`src/rtl/demux1_8_reg.sv`:
```
// Registered 1-to-8 demultiplexer with manual or auto-incrementing slot select.
// It tracks which slots have been written in a frame, pulses frame_valid when all 8 are written, and pulses overrun when a slot is rewritten.
module demux1_8_reg (
  input  logic       clk,
  input  logic       rst,
  input  logic       din,
  input  logic [2:0] sel,
  input  logic       en,
  input  logic       auto,
  output logic [7:0] out,
  output logic [2:0] cur_sel,
  output logic       frame_valid,
  output logic       overrun,
  output logic       dbg_state,
  output logic [7:0] dbg_mask,
  output logic [2:0] dbg_cnt
);

  typedef enum logic {
    S_IDLE = 1'b0,
    S_FILL = 1'b1
  } state_t;

  state_t     r_state;
  logic [2:0] r_cnt;
  logic [7:0] r_mask;
  logic       r_auto_q;

  logic       w_auto_rise;
  logic [2:0] w_cnt_eff;
  logic [2:0] w_slot;
  logic [7:0] w_slot_oh;
  logic [7:0] w_mask_eff;
  logic [7:0] w_mask_new;

  // Entering auto mode starts a fresh frame at slot 0, in the same cycle as the first auto write.
  assign w_auto_rise = auto & ~r_auto_q;
  assign w_cnt_eff   = w_auto_rise ? 3'd0 : r_cnt;
  assign w_mask_eff  = w_auto_rise ? 8'h00 : r_mask;
  assign w_slot      = auto ? w_cnt_eff : sel;
  assign w_slot_oh   = 8'b0000_0001 << w_slot;
  assign w_mask_new  = w_mask_eff | w_slot_oh;

  assign dbg_state = r_state;
  assign dbg_mask  = r_mask;
  assign dbg_cnt   = r_cnt;

  always_ff @(posedge clk) begin
    if (rst) begin
      out         <= 8'h00;
      cur_sel     <= 3'd0;
      frame_valid <= 1'b0;
      overrun     <= 1'b0;
      r_state     <= S_IDLE;
      r_cnt       <= 3'd0;
      r_mask      <= 8'h00;
      r_auto_q    <= 1'b0;
    end else begin
      r_auto_q    <= auto;
      frame_valid <= 1'b0;
      overrun     <= 1'b0;
      if (en) begin
        out[w_slot] <= din;
        cur_sel     <= w_slot;
        if (auto) r_cnt <= w_cnt_eff + 3'd1;
        overrun <= |(w_mask_eff & w_slot_oh);
        if (&w_mask_new) begin
          frame_valid <= 1'b1;
          r_mask      <= 8'h00;
          r_state     <= S_IDLE;
        end else begin
          r_mask  <= w_mask_new;
          r_state <= S_FILL;
        end
      end else if (w_auto_rise) begin
        r_cnt   <= 3'd0;
        r_mask  <= 8'h00;
        r_state <= S_IDLE;
      end
    end
  end

endmodule
```
`config.mk`:
```
export PLATFORM = sky130hd
export DESIGN_NAME = demux1_8_reg
export DESIGN_NICKNAME = d
export VERILOG_FILES = /design/src/rtl/demux1_8_reg.sv
export SDC_FILE = /design/constraint.sdc
export NUM_CORES = 1
export LEC_CHECK = 0
export ABC_AREA = 1
export CORE_ASPECT_RATIO = 0.6
export CORE_MARGIN = 2
export CORE_UTILIZATION = 42
export CTS_CLUSTER_SIZE = 10
export DETAILED_ROUTE_END_ITERATION = 12
export PLACE_DENSITY = 0.74
export SYNTH_ARGS = -nofsm -noshare
export SYNTH_HDL_FRONTEND = slang
export SYNTH_SLANG_ARGS = --single-unit
```
`constraint.sdc`:
```
create_clock -name clk -period 1.6 [get_ports clk]
set_clock_uncertainty 0.1 [all_clocks]
set_input_delay 0.32 -clock clk [delete_from_list [all_inputs] [get_ports clk]]
set_output_delay 0.32 -clock clk [all_outputs]
set_load 0.1 [all_outputs]
```
==> impl_metrics.py <==
metrics = {
    "run_status": {
        "status": "complete, no violations",
    },
    "clock_tree": {
        "clkLatencyLatePin_ns": 0.27,
        "postCtsHoldBufs": 0,
        "cts_buffer_depth": 2,
        "cts_max_level": 1,
        "cts.sinks": 26,
        "clk_pin_slew_ns": 0.09,
        "cts_buffers": 3,
        "clockRootBuffer": "clkbuf_8",
        "cts_tree": "yes",
    },
    "synthesis": {
        "avgSynthCellArea_um2": 7.05,
        "synth_edf_count": 0,
        "ys.flop_type": "dfxtp_1",
        "synth_top_area_share": 0.420,
        "synth_cells": 176,
        "yosys_register_bits": 26,
        "ys_top_cells_by_area": "dfxtp_1 (42%), nor2_1 (12%), nand2_1 (8.8%), a21oi_1 (4.8%), inv_1 (4.8%)",
        "syn_nets": 184,
        "synth_most_common_cell": "nor2_1",
        "seq_area_frac_synth": 0.420,
        "yosys.area.top_type": "dfxtp_1",
        "synth_cell_types": 20,
        "yosys_warnings": 0,
        "synthTopCellsByCount": "nor2_1 (38), nand2_1 (29), dfxtp_1 (26)",
        "async_reset_ff_frac": 0,
        "synth_area_um2": 1240,
    },
    "final_layout": {
        "final_cell_area_um2": 2290,
        "drive_gt1_frac": 0.469,
        "syn_to_final_growth_pct": 84.7,
        "nFillCells": 187,
        "n_antenna_cell": 0,
        "nets": 250,
    },
    "global_route": {
        "overflow": 0,
        "grt_usage": 0.237,
        "grt_pass1_wl_um": 5970,
        "antenna_found_initial": 0,
        "grt_max_degree": 15,
        "grt_pass1_vias": 1324,
    },
    "flow_run": {
        "drv_cap": 0,
    },
    "worst_setup_path": {
        "reg2reg_depth": 10,
        "worst-setup-path-type": "flop to flop",
        "start_kind": "flop",
        "critPathRequiredTime_ns": 1.66,
        "cp.arrival_ns": 1.65,
        "cp-end-kind": "flop",
        "worstPathMaxFanout": 6,
    },
    "floorplanning": {
        "coreArea_um2": 2830,
        "rows": 15,
        "initial_utilization": 0.438,
        "top_level_ports": 33,
        "die_area_um2": 3420,
        "die_y_um": 46.1,
        "die_x_um": 74.1,
    },
    "timing": {
        "worst_slew_pin_slew_ns": 0.383,
        "slew_headroom": 0.744,
        "timing.fmax_mhz": 628,
        "maxSlewViolCount": 0,
        "fin_crit_sh": 0.995,
        "hold_viol": 0,
        "setup_viol": 0,
        "rsz0062_at_grt": "true",
        "min_period_ns": 1.59,
        "whs_ns": 0.391,
    },
    "drt": {
        "detail_route.first_pass.iterations": 4,
        "post_drt_wl_per_cell_um": 14.2,
        "wl_um": 4020,
        "dr.first_iter.drc_count": 80,
        "drt-vias-per-instance": 4.95,
        "drc": 0,
        "routed-via-count": 1401,
        "postRouteAntennaNets": 0,
    },
    "place": {
        "gp_congestion": 0.800,
        "placed_cell_area_um2": 2060,
        "dpl.hpwl_um": 2750,
        "io_buffers": 32,
    },
    "power_and_ir_drop": {
        "vdd_ir_drop_max_mv": 0.826,
        "cellLeakagePower_uw": 0.000979,
        "p_per_area_nw_per_um2": 706,
        "p_total_uw": 1620,
    },
    "hold_path": {
        "min_path_type": "flop to flop",
        "holdPathStages": 1,
    },
}
metal layers:
| layer | global-route usage | share of wire | up-vias |
|---|---|---|---|
| met1 | 0.318 | 0.45 | 652 |
| met2 | 0.395 | 0.48 | 48 |
| met3 | 0.0591 | 0.056 | 6 |
| met4 | 0.0473 | 0.012 | 0 |
| li1 | - | - | 695 |
| met5 | 0 | 0 | - |
layout make-up:
class	count	area (µm²)	share of cell area
repair buffers	65	810	0.354
multi-input cells	126	747	0.326
flip-flops and latches	26	546	0.238
inverters	20	80.1	0.0350
clock buffers	4	55.1	0.0240
well taps	42	52.6	0.0230
repair_timing:
item | CTS | global route
gates cloned | 1 | 0
pin swaps | 12 | 5
gates resized for setup | 17 | 21
setup buffers | 5 | 2
endpoints found under the setup margin | 24 | 14
critical path, cell delays in order (launching register included):
cell and delay (ns):
dfxtp_4 0.38, nand3_4 0.11, nand2_8 0.08, nor2_4 0.16
nand2_2 0.10, nand2_2 0.08, nand2_2 0.07, nor2_4 0.12
nand3_4 0.11, nand2_4 0.11, nor2_1 0.05
path summary, 6_finish.rpt:
kind | slack [ns] | endpoint | startpoint
max | 0.008 | dbg_mask[3]$_SDFF_PP0_ | r_auto_q$_SDFF_PP0_
min reg2reg | 0.39 | dbg_cnt[2]$_SDFFE_PP0P_ | dbg_cnt[2]$_SDFFE_PP0P_
min | 0.39 | dbg_cnt[2]$_SDFFE_PP0P_ | dbg_cnt[2]$_SDFFE_PP0P_
max reg2reg | 0.008 | dbg_mask[3]$_SDFF_PP0_ | r_auto_q$_SDFF_PP0_
layout by cell type, fill, tap and decap left out, types with 4 or more instances in the layout:
cell type | netlist | layout
nor2_2 | 2 | 4
inv_1 | 16 | 16
nor3_1 | 6 | 6
nand2_4 | 4 | 4
dfxtp_1 | 26 | 14
nand3_2 | 3 | 5
nor2_1 | 38 | 33
nand2_2 | 4 | 10
a21oi_1 | 12 | 11
dfxtp_4 | 0 | 4
nor2_4 | 1 | 4
dfxtp_2 | 0 | 8
nand2_1 | 29 | 22
buf_12 | 0 | 25
buf_4 | 0 | 33
o21ai_0 | 11 | 11
clkbuf_8 | 0 | 4
stage by stage:
stage                     std cells  setup WS [ns]  TNS [ns]  utilization
after CTS                       281       0.000633         0        0.775
after global placement          271         -0.580    -11.14        0.727
after global routing            283        -0.0400    -0.291        0.808
after detailed placement        271         -0.631    -12.00        0.727
final                           283        0.00775         0        0.808
after floorplan                 176         0.0157         0            -
where the power goes:
group          internal (µW)  total [µW]  switching, µW
logic                    188         496            308
clock network            220         426            206
registers                667         695           28.7
total                   1070        1620            543
sequential cells by signal (all words and copies together) (netlist names):
name	cells
dbg_state	1
r_auto_q	1
cur_sel	3
dbg_cnt	3
out	8
frame_valid	1
dbg_mask	8
overrun	1
kinds of logic after synthesis:
logic type             after synthesis  share of synthesized area
AOI/OAI and AO/OA                   30                      0.133
DFF                                 26                      0.420
and+or+nand+nor                     95                      0.359
buffers and inverters               25                     0.0878
(Power assumes the default switching activity.)
